==> src/rtl/sdr_lib_pkg.sv <==
// Shared definitions for the strobe-arbiter slice: channel geometry, FSM
// encoding and the round-robin search helper.
package sdr_lib;

  localparam int NCHAN = 4;
  localparam int RW    = 8;

  typedef enum logic {
    ST_IDLE = 1'b0,
    ST_BUSY = 1'b1
  } arb_state_t;

  // First set request at or after ptr, wrapping mod NCHAN; the descending
  // loop lets the smallest offset from ptr overwrite the others.
  function automatic logic [1:0] rrPick(input logic [NCHAN-1:0] req,
                                        input logic [1:0]       ptr);
    logic [1:0] idx;
    rrPick = ptr;
    for (int k = NCHAN - 1; k >= 0; k--) begin
      idx = ptr + 2'(k);
      if (req[idx]) rrPick = idx;
    end
  endfunction

endpackage

==> src/rtl/chan_strobe_arbiter_rate_strobe.sv <==
// Per-channel period counter: strobes once every rate+1 cycles while enabled.
module rate_strobe
  import sdr_lib::*;
(
  input  logic          clock,
  input  logic          reset,
  input  logic          enable,
  input  logic [RW-1:0] rate,
  output logic          strobe
);

  logic [RW-1:0] count;

  // A rate lowered below the current count lets the counter run on to the
  // natural overflow, after which it compares against the new rate.
  always_ff @(posedge clock) begin
    if (reset || !enable) begin
      count <= '0;
    end else if (count == rate) begin
      count <= '0;
    end else begin
      count <= count + RW'(1);
    end
  end

  assign strobe = enable && (count == rate);

endmodule

==> src/rtl/chan_strobe_arbiter.sv <==
// Collects per-channel rate strobes into single-depth requests and launches
// the shared datapath on them one at a time in round-robin order.
module chan_strobe_arbiter
  import sdr_lib::*;
(
  input  logic                clock,
  input  logic                reset,
  input  logic [NCHAN-1:0]    enable,
  input  logic [NCHAN*RW-1:0] rate,
  input  logic                done,
  input  logic                ovr_clear,
  output logic                start,
  output logic [1:0]          grant_chan,
  output logic                busy,
  output logic [NCHAN-1:0]    pending,
  output logic [NCHAN-1:0]    overrun
);

  arb_state_t       state;
  arb_state_t       stateNext;
  logic [NCHAN-1:0] strobe;
  logic [NCHAN-1:0] startVec;
  logic [NCHAN-1:0] pendingNext;
  logic [NCHAN-1:0] overrunNext;
  logic [1:0]       rrPtr;
  logic [1:0]       lastGrant;
  logic [1:0]       pick;

  for (genvar i = 0; i < NCHAN; i++) begin : gChan
    rate_strobe uStrobe (
      .clock  (clock),
      .reset  (reset),
      .enable (enable[i]),
      .rate   (rate[i*RW +: RW]),
      .strobe (strobe[i])
    );
  end

  // Launch decision works only from registered pending, so start never
  // depends combinationally on this cycle's inputs.
  always_comb begin
    stateNext = state;
    start     = 1'b0;
    startVec  = '0;
    pick      = rrPick(pending, rrPtr);
    case (state)
      ST_IDLE: begin
        if (|pending) begin
          start          = 1'b1;
          startVec[pick] = 1'b1;
          stateNext      = ST_BUSY;
        end
      end
      ST_BUSY: begin
        if (done) stateNext = ST_IDLE;
      end
      default: stateNext = ST_IDLE;
    endcase
  end

  assign busy       = (state == ST_BUSY);
  assign grant_chan = start ? pick : lastGrant;

  // A strobe landing on the same cycle its channel is launched re-arms the
  // request instead of counting as lost.
  always_comb begin
    pendingNext = pending;
    overrunNext = ovr_clear ? '0 : overrun;
    for (int i = 0; i < NCHAN; i++) begin
      if (!enable[i]) begin
        pendingNext[i] = 1'b0;
      end else if (strobe[i]) begin
        pendingNext[i] = 1'b1;
        if (pending[i] && !startVec[i]) overrunNext[i] = 1'b1;
      end else if (startVec[i]) begin
        pendingNext[i] = 1'b0;
      end
    end
  end

  always_ff @(posedge clock) begin
    if (reset) begin
      state     <= ST_IDLE;
      pending   <= '0;
      overrun   <= '0;
      rrPtr     <= '0;
      lastGrant <= '0;
    end else begin
      state   <= stateNext;
      pending <= pendingNext;
      overrun <= overrunNext;
      if (start) begin
        lastGrant <= pick;
        rrPtr     <= pick + 2'd1;
      end
    end
  end

endmodule

==> config.mk <==
export PLATFORM = sky130hd
export DESIGN_NAME = chan_strobe_arbiter
export DESIGN_NICKNAME = d
export VERILOG_FILES = /design/src/rtl/sdr_lib_pkg.sv /design/src/rtl/chan_strobe_arbiter_rate_strobe.sv /design/src/rtl/chan_strobe_arbiter.sv
export SDC_FILE = /design/constraint.sdc
export NUM_CORES = 1
export LEC_CHECK = 0
export BUFFER_PORTS_ARGS = -buffer_cell sky130_fd_sc_hd__buf_4
export CORE_MARGIN = 8
export CORE_UTILIZATION = 45
export CTS_CLUSTER_DIAMETER = 150
export CTS_CLUSTER_SIZE = 8
export DETAILED_ROUTE_END_ITERATION = 8
export PLACE_DENSITY = 0.7
export REMOVE_ABC_BUFFERS = 1
export SLEW_MARGIN = 20
export SYNTH_ARGS = -nofsm -noshare
export SYNTH_HDL_FRONTEND = slang
export SYNTH_HIERARCHICAL = 1
export SYNTH_SLANG_ARGS = --single-unit
==> constraint.sdc <==
create_clock -name clock -period 1.7 [get_ports clock]
set_clock_uncertainty 0.1 [all_clocks]
set_input_delay 0.34 -clock clock [delete_from_list [all_inputs] [get_ports clock]]
set_output_delay 0.34 -clock clock [all_outputs]
set_load 0.05 [all_outputs]
# After elaboration in Yosys (flattened, before gate mapping)
# Cells that the tools add are included.
dict set report word_totals {
  ff_bits 45
  out_inout_bits 12
  wordCells 111
}
dict set report op_classes {
  addsub 8
  order_cmp 6
  eq_ne 4
  mux 42
  bitwise_logic 5
  reduce_logical 34
}
# cell count
set ops {}
lappend ops {{8-bit by 1-bit adder with 8-bit output, second input constant} 4}
lappend ops {{8-bit equality test} 4}
lappend ops {{1-bit two-way mux} 28}
lappend ops {{2-bit OR reduction} 8}
lappend ops {{2-bit by 3-bit less-than comparator with 1-bit output, second input constant} 5}
lappend ops {{4-bit two-way mux} 3}
lappend ops {{2-bit two-way mux} 5}
lappend ops {{1-bit logical AND} 9}
lappend ops {{1-bit binary-select mux with 2-bit select} 4}
lappend ops {{1-bit logical NOT} 8}
lappend ops {{2-bit nonzero test} 4}
lappend ops {{1-bit inverter} 5}
lappend ops {{2-bit by 1-bit adder with 2-bit output, second input constant} 2}
lappend ops {{2-bit adder, second input constant} 2}
lappend ops {{1-bit logical OR} 4}
lappend ops {{4-bit OR reduction} 1}
lappend ops {{1-bit demux with 2-bit select} 1}
lappend ops {{2-bit by 1-bit >= comparator with 1-bit output, second input constant} 1}
lappend ops {{1-bit case mux with 2 select lines} 1}

# Logic depth before layout (Yosys ltp)
# Gate-level depths: netlist of the first run.
dict set report depth {
  word_depth 18
  ltp_mapped 6
}

# Modules after synthesis
# Netlist of the first run, hierarchy kept.
# module instances cells_per_inst area_per_inst_um2
set modules_own_cells {}
lappend modules_own_cells {rate_strobe 4 47 476.7}
lappend modules_own_cells {chan_strobe_arbiter 1 79 641.9}

# Worst setup path after synthesis of the first run
# OpenSTA, ideal clock, no wires.
dict set report synth_timing {
  path_kind {flip-flop to output port}
  start {register pending[1]}
  end {output port grant_chan[1]}
  arrival_time_ps 1851
  required_ps 1260
  path_slack_ps -591
  stages_incl_launch_ff 5
  cell_sequence {dfxtp_1 > nor2_1 > a21o_1 > inv_2 > mux2_2}
}
dict set report synth_between {
  elab_cells_between_ends 16
  classes_between {mux: 15; reduce/logical: 1}
}
# element line
set synth_lines {}
lappend synth_lines {{start: declaration} chan_strobe_arbiter.sv:15} ;# output logic [NCHAN-1:0] pending,
lappend synth_lines {{start signal: assignment} chan_strobe_arbiter.sv:90} ;# pending <= pendingNext;
lappend synth_lines {{4-bit OR reduction} chan_strobe_arbiter.sv:48} ;# if (|pending) begin
lappend synth_lines {{1-bit two-way mux} chan_strobe_arbiter.sv:48}
lappend synth_lines {{1-bit two-way mux} chan_strobe_arbiter.sv:46} ;# case (state)
lappend synth_lines {{named net start} chan_strobe_arbiter.sv:12} ;# output logic start,
lappend synth_lines {{2-bit two-way mux} n/a}
lappend synth_lines {{end: declaration} chan_strobe_arbiter.sv:13} ;# output logic [1:0] grant_chan,
# The timed path passes the listed nets, and every way through them passes these cells. The select of a mux whose other input is x is not followed.

# Worst setup path in the final report of the first run
dict set report layout_timing {
  start {register pending[2]}
  end {output port grant_chan[1]}
}
dict set report layout_between {
  elab_chain_len 7
  elab_cells_between_ends 16
  classes_between {mux: 15; reduce/logical: 1}
}
# element line
set layout_rtl {}
lappend layout_rtl {{1-bit binary-select mux with 2-bit select} sdr_lib_pkg.sv:21} ;# if (req[idx]) rrPick = idx;
lappend layout_rtl {{1-bit two-way mux (not written as such)} sdr_lib_pkg.sv:21}
lappend layout_rtl {{2-bit two-way mux (4 in series)} sdr_lib_pkg.sv:21}
lappend layout_rtl {{2-bit two-way mux *} n/a}
# Every way passes the cells marked *; elsewhere a longest branch is shown, timed or not. The select of a mux whose other input is x is not followed.

==> summary.md, run 1 <==
| Metric | Value |
|---|---|
| Wire per inst | `14.3 µm` |
| Io pins | `52` |
| Yosys top cell by area | `dfxtp_1` |
| Slew headroom | `76.5%` |
| Arr. time, crit path | `1.51 ns` |
| Initial antenna violation count | `0` |
| Core area | `0.00547 mm²` |
| Die area | `0.00833 mm²` |
| Syn Area/Cell | `9.55 µm²` |
| Cts hold-fix bufs | `0` |
| Area delta synth->final | `28.5%` |
| Min-Delay Path Class | `in -> reg` |
| Synth area leaders | `dfxtp_1 (35%), xor2_1 (12%), nor4_4 (6.7%)` |
| Final WL | `5850 µm` |
| Final min period | `1.95 ns` |
| Vias in the first global route | `2173` |
| Seq pwr share | `54.8%` |
| Worst-path cell chain | `buf_6, nor2_1, a21o_1, inv_2, mux2_4, buf_8` |
| Pint | `1.49 mW` |
| VDD IR max | `0.389 mV` |
| Post-route ant nets | `0` |
| Status | `finished, violations left` |
| Static Leak | `1.28 nW` |
| GPL Wtd Cong | `0.858` |
| TritonCTS clock tree | `done` |
| Startpoint types | `flip-flop` |
| Synth unique cells | `35` |
| Clock Latency Late Sink | `0.29 ns` |
| Crit path max-delay cell type | `dfxtp_2` |
| Comb power frac | `11.3%` |
| EDFF count, synth | `0` |
| # port buffers | `51` |
| WP data required | `1.26 ns` |
| Share of post-route cells with drive strength above 1 | `32.4%` |
| DR pass1 iterations | `4` |
| Critical Path Sink Type | `primary output` |
| Total CTS buffers | `5` |
| Power Dens Cells | `597 mW/mm²` |
| Worst-Margin Slew | `0.351 ns` |
| Mapped Area | `0.00255 mm²` |
| H-Tree Depth | `2` |
| Via count | `2175` |
| Diodes inserted | `0` |
| Setup_tns | `-0.499 ns` |
| Crit Path Category | `reg -> out` |
| Slew Limit Fails | `0` |
| Reg clk slew, reported paths | `0.08 ns` |
| Initial Util | `46.6%` |
| Residual DRC | `0` |
| Synth warn | `6` |
| Final hold vios | `0` |
| Final core occ | `59.9%` |
| Grt ovf | `0` |
| Yosys reg bits | `45` |
| Post-synthesis sequential area ratio | `35.3%` |
| Fin nets | `380` |
| DR iter-0 viols | `113` |
| Crit path largest cell delay | `0.35 ns` |
| MaxCap Viol Count | `0` |
| DPL Wire Length | `4380 µm` |
| Via density | `5.33` |
| Setup Viol. Count Final | `3` |
| Main flop type after synthesis | `dfxtp_1` |
| P_sw | `466 µW` |
| Failing checks | `setup timing` |
| Clock sink total | `45` |
| Die Span Y | `91.3 µm` |
| Ys async rst share | `0%` |
| Post-Synthesis Cells | `267` |
| Top cell type's share of synthesized area | `35.3%` |
| Unrepaired setup endpoints after global routing | `yes` |
| F_max | `513 MHz` |
| Pin count of the biggest net entering global routing | `15` |
| Die X | `91.3 µm` |
| Num rows | `27` |
| Slack of the critical path | `-0.250 ns` |
| Root buffer cell | `clkbuf_8` |
| Fin crit share | `115%` |
| Count leader, synth | `dfxtp_1` |
| CTS max path bufs | `2` |
| Clock network power share | `33.9%` |
| Critical-path maximum fanout | `3` |
| Global-route wire length before repair | `10100 µm` |
| Top post-synthesis cells by count | `dfxtp_1 (45), xor2_1 (36), nand2_1 (21)` |
| Switching Share | `23.8%` |
| GRT Total Usage | `14.4%` |
[worst paths after layout]
kind	startpoint	endpoint	slack, ns	cells past startpoint
worst max-delay path	pending[2]	grant_chan[1]	-0.25	6
worst min-delay path	done	busy	0.21	3
worst max register to register	rrPtr[1]	pending[2]	0.08	6
worst min register to register	overrun[2]	overrun[2]	0.36	2
[timing repair]
action,in CTS,in global routing
pin swaps,2,1
gates resized for setup,22,7
setup endpoints to repair,3,5
setup buffers,0,2
[layout by cell type (no fill, tap or decap), types with 2 or more instances in the layout]
cell,netlist,layout
dfxtp_2,0,2
nand3_1,16,16
xnor2_1,5,5
nand4_1,4,4
or3_1,12,12
nor2_1,8,6
buf_4,0,66
a211oi_1,20,20
dfxtp_1,45,40
nor4_4,8,8
nor3_1,2,2
nor2_2,0,2
nand2_2,0,3
buf_8,0,2
nand2b_1,5,5
dfxtp_4,0,3
nor2b_1,7,6
ha_1,4,4
and3_1,5,5
a21oi_1,5,4
xor2_1,36,36
clkbuf_8,0,6
inv_1,5,5
xor2_2,4,4
nor3b_1,2,2
o21ai_0,19,17
buf_6,4,2
o21ai_1,3,4
nand2_1,21,18
a221oi_1,12,12
[worst max-delay path: cells and delay by family (launching register included)]
kind | cells | cell delay (ns)
AO/OA/AOI/OAI | 1 | 0.17
flip-flops | 1 | 0.35
AND/OR/NAND/NOR | 1 | 0.04
buffers and inverters | 3 | 0.34
multiplexers | 1 | 0.31
[per-layer routing]
layer	vias to the layer above	GRT usage, %	wire length, µm
met3	5	4.20	314
met2	41	24.1	2870
met4	0	4.91	76
met1	1017	17.2	2590
li1	1112	-	-
met5	-	0	0
[stage by stage]
| stage | hold slack (ns) | setup slack, ns | cell area, µm² | power [mW] | std cells |
|---|---|---|---|---|---|
| 2_1_floorplan | 0.305 | -0.591 | 2480 | 1.21 | 258 |
| 3_3_place_gp | 0.342 | -0.0699 | 3090 | 1.32 | 399 |
| 3_5_place_dp | 0.345 | -0.0768 | 3090 | 1.32 | 399 |
| 4_1_cts | 0.198 | -0.240 | 3240 | 1.99 | 406 |
| 5_1_grt | 0.208 | -0.324 | 3280 | 2.05 | 408 |
| 6_report | 0.208 | -0.250 | 3280 | 1.96 | 408 |
[layout make-up]
type                       count  area, µm²
timing repair buffer          71        568
clock buffer                   7       86.3
sequential                    45        915
multi-input combinational    207       1590
inverter                       6       22.5
fill                         503       2200
tap                           72       90.1
[sequential cells by signal (all words and copies together), names as in the netlist]
name	cells
pending	4
lastGrant	2
overrun	4
rrPtr	2
busy	1
gChan.uStrobe/count	32
[logic make-up (layout without fill, tap and decap cells)]
logic type	after synthesis	after routing	synth area share [%]
xor gates and xnor gates	45	45	16.6
buffers and inverters	15	84	3.39
muxes	1	1	0.442
AOI/OAI and AO/OA	63	63	17.6
adders and majority gates	4	4	1.96
DFF	45	45	35.3
and+or+nand+nor	94	94	24.6
[power groups by stage]
stage | clock (mW) | combinational, mW | sequential, mW
6_report | 0.664 | 0.221 | 1.07
5_1_grt | 0.734 | 0.243 | 1.07
4_1_cts | 0.692 | 0.223 | 1.07
3_5_place_dp | 0 | 0.221 | 1.10
3_3_place_gp | 0 | 0.218 | 1.10
2_1_floorplan | 0 | 0.108 | 1.10
Power figures use the tool's default switching activity.
==> run 2, diff against run 1 <==
REMOVE_ABC_BUFFERS = not set   (was 1)
==> run 2 against run 1 <==
Effect of this change: the run still ends with setup timing left; wire length decreased by 1.8%; combinational power barely moved; die area is the same; total power shrank 2.3%; count of clock-buffer cells in the layout decreased by 2; first-iteration DRC count shrank 39%; cell count is 0.74% higher; register-to-register slack got worse by 0.07 ns; global-route usage decreased by 1.1 points.
==> summary.md, run 2 (synthesized netlist as in run 1, its figures left out) <==
| Metric | Value |
|---|---|
| Clock Latency Late Sink | `0.29 ns (about the same)` |
| Final hold vios | `0 (unchanged)` |
| Worst slack at placement | `-0.0424 ns (+0.0344 ns)` |
| Die area | `0.00833 mm² (unchanged)` |
| Post-DP Area | `0.00313 mm² (+1.1%)` |
| Slack of the critical path | `-0.252 ns (-0.00236 ns)` |
| Core area | `0.00547 mm² (unchanged)` |
| Wire per inst | `14.0 µm (-2.5%)` |
| VDD IR max | `0.506 mV (+30%)` |
| MaxCap Viol Count | `0 (unchanged)` |
| Initial antenna violation count | `0 (unchanged)` |
| DR iter-0 viols | `69 (-39%)` |
| Max reg flops | `32 (unchanged)` |
| Clock sink total | `45 (unchanged)` |
| CTS max path bufs | `2 (unchanged)` |
| Setup Viol. Count Final | `3 (unchanged)` |
| Pin count of the biggest net entering global routing | `15 (unchanged)` |
| Crit Path Category | `reg -> out` |
| Vias in the first global route | `2072 (-4.6%)` |
| Die X | `91.3 µm (unchanged)` |
| H-Tree Depth | `2 (unchanged)` |
| Via density | `5.18 (-2.8%)` |
| Global-route wire length before repair | `9320 µm (-7.3%)` |
| Critical-path maximum fanout | `6 (+3)` |
| Area delta synth->final | `29.3%` |
| Power Dens Cells | `580 mW/mm² (-2.9%)` |
| Final WL | `5740 µm (-1.8%)` |
| Root buffer cell | `clkbuf_8` |
| Hold WS | `0.223 ns (+0.0157 ns)` |
| Io pins | `52 (unchanged)` |
| Slew headroom | `77.2% (+0.68 points)` |
| GPL Wtd Cong | `0.811 (-5.5%)` |
| Fin nets | `382 (+0.53%)` |
| Grt ovf | `0 (unchanged)` |
| Total CTS buffers | `5 (unchanged)` |
| Die Span Y | `91.3 µm (unchanged)` |
| Gr busiest metal | `met2` |
| WP data required | `1.26 ns (about the same)` |
| Static Leak | `1.28 nW (+0.27%)` |
| Status | `finished, violations left` |
| Met1 Use GR | `16.3% (-0.90 points)` |
| Share of post-route cells with drive strength above 1 | `34.2% (+1.8 points)` |
| Min-Delay Path Class | `in -> reg` |
| Reg clk slew, reported paths | `0.08 ns (about the same)` |
| Initial Util | `46.6% (unchanged)` |
| TritonCTS clock tree | `done` |
| Grt met2 use | `21.8% (-2.4 points)` |
| Critical Path Sink Type | `primary output` |
| Final Cell Area | `0.00329 mm² (+0.57%)` |
| Residual DRC | `0 (unchanged)` |
| Via count | `2130 (-2.1%)` |
| Worst-Margin Slew | `0.341 ns (-0.0101 ns)` |
| Pwr Total | `1.91 mW (-2.3%)` |
| F_max | `512 MHz (-0.12%)` |
| Commonest cells after routing, fill and taps aside | `buf_4 (71), dfxtp_1 (38), xor2_1 (36)` |
| GRT Total Usage | `13.3% (-1.1 points)` |
| Met3 usage in global routing | `4.03% (-0.16 points)` |
| # port buffers | `51 (unchanged)` |
| Regs by FF count | `gChan.uStrobe/count x32, overrun x4, pending x4` |
| Most common cell after layout, fill and taps aside | `buf_4` |
| Post-route ant nets | `0 (unchanged)` |
| Failing checks | `setup timing` |
| Num rows | `27 (unchanged)` |
| Slew Limit Fails | `0 (unchanged)` |
| DPL Wire Length | `4390 µm (+0.18%)` |
| Synthesized Nets | `311` |
| Largest Register | `gChan.uStrobe/count` |
| Arr. time, crit path | `1.51 ns (about the same)` |
| DR pass1 iterations | `4 (unchanged)` |
| Startpoint types | `flip-flop` |
| Fin crit share | `115% (+0.14 points)` |
| Unrepaired setup endpoints after global routing | `yes` |
| Final min period | `1.95 ns (+0.00236 ns)` |
| Diodes inserted | `0 (unchanged)` |
-- run 2: cell type report --
class,count,area [µm²]
inverters,6,25.0
clock buffers,5,68.8
flip-flops and latches,45,920
clock inverters,3,12.5
fillers,506,2180
well taps,72,90.1
repair buffers,73,563
multi-input cells,207,1620
-- run 2: power by group --
part	internal, mW	leakage [nW]	total, mW	switching (mW)
Clock	0.277	0.0430	0.620	0.343
Combinational	0.111	0.871	0.220	0.109
Sequential	1.06	0.368	1.07	0.0146
Total	1.44	1.28	1.91	0.467
-- run 2: critical path, cell delays in order (launching register included) --
cell	delay, ns
dfxtp_4	0.37
nor2b_4	0.13
o41ai_4	0.35
mux2_4	0.23
buf_8	0.14
-- run 2: through the flow --
step / setup TNS [ns] / instances / util (%)
final: -0.546 / 411 / 60.2
after global routing: -1.31 / 411 / 60.2
after CTS: -0.505 / 409 / 59.6
after detailed placement: -0.0424 / 399 / 57.1
after global placement: -0.0112 / 399 / 57.1
after floorplan: -0.141 / 267 / -
-- run 2: worst paths after layout --
path	slack, ns	startpoint	to	cells after the start
worst max-delay path	-0.25	pending[0]	grant_chan[1]	4
worst min-delay path	0.22	done	busy	3
worst min register to register	0.35	overrun[2]	overrun[2]	2
worst max register to register	0.01	pending[0]	rrPtr[1]	7
-- run 2: routing by layer --
metal	part of all wire, %	wire length (µm)
met5	0	0
met4	0.52	30
met2	49	2800
met1	47	2680
met3	4.0	227
-- run 2: what timing repair did --
item | CTS | global route
hold buffers | 0 | 0
pin swaps | 2 | 4
resized for setup | 13 | 4
setup endpoints to repair | 2 | 13
gates cloned | 0 | 0
buffers inserted | 2 | 2
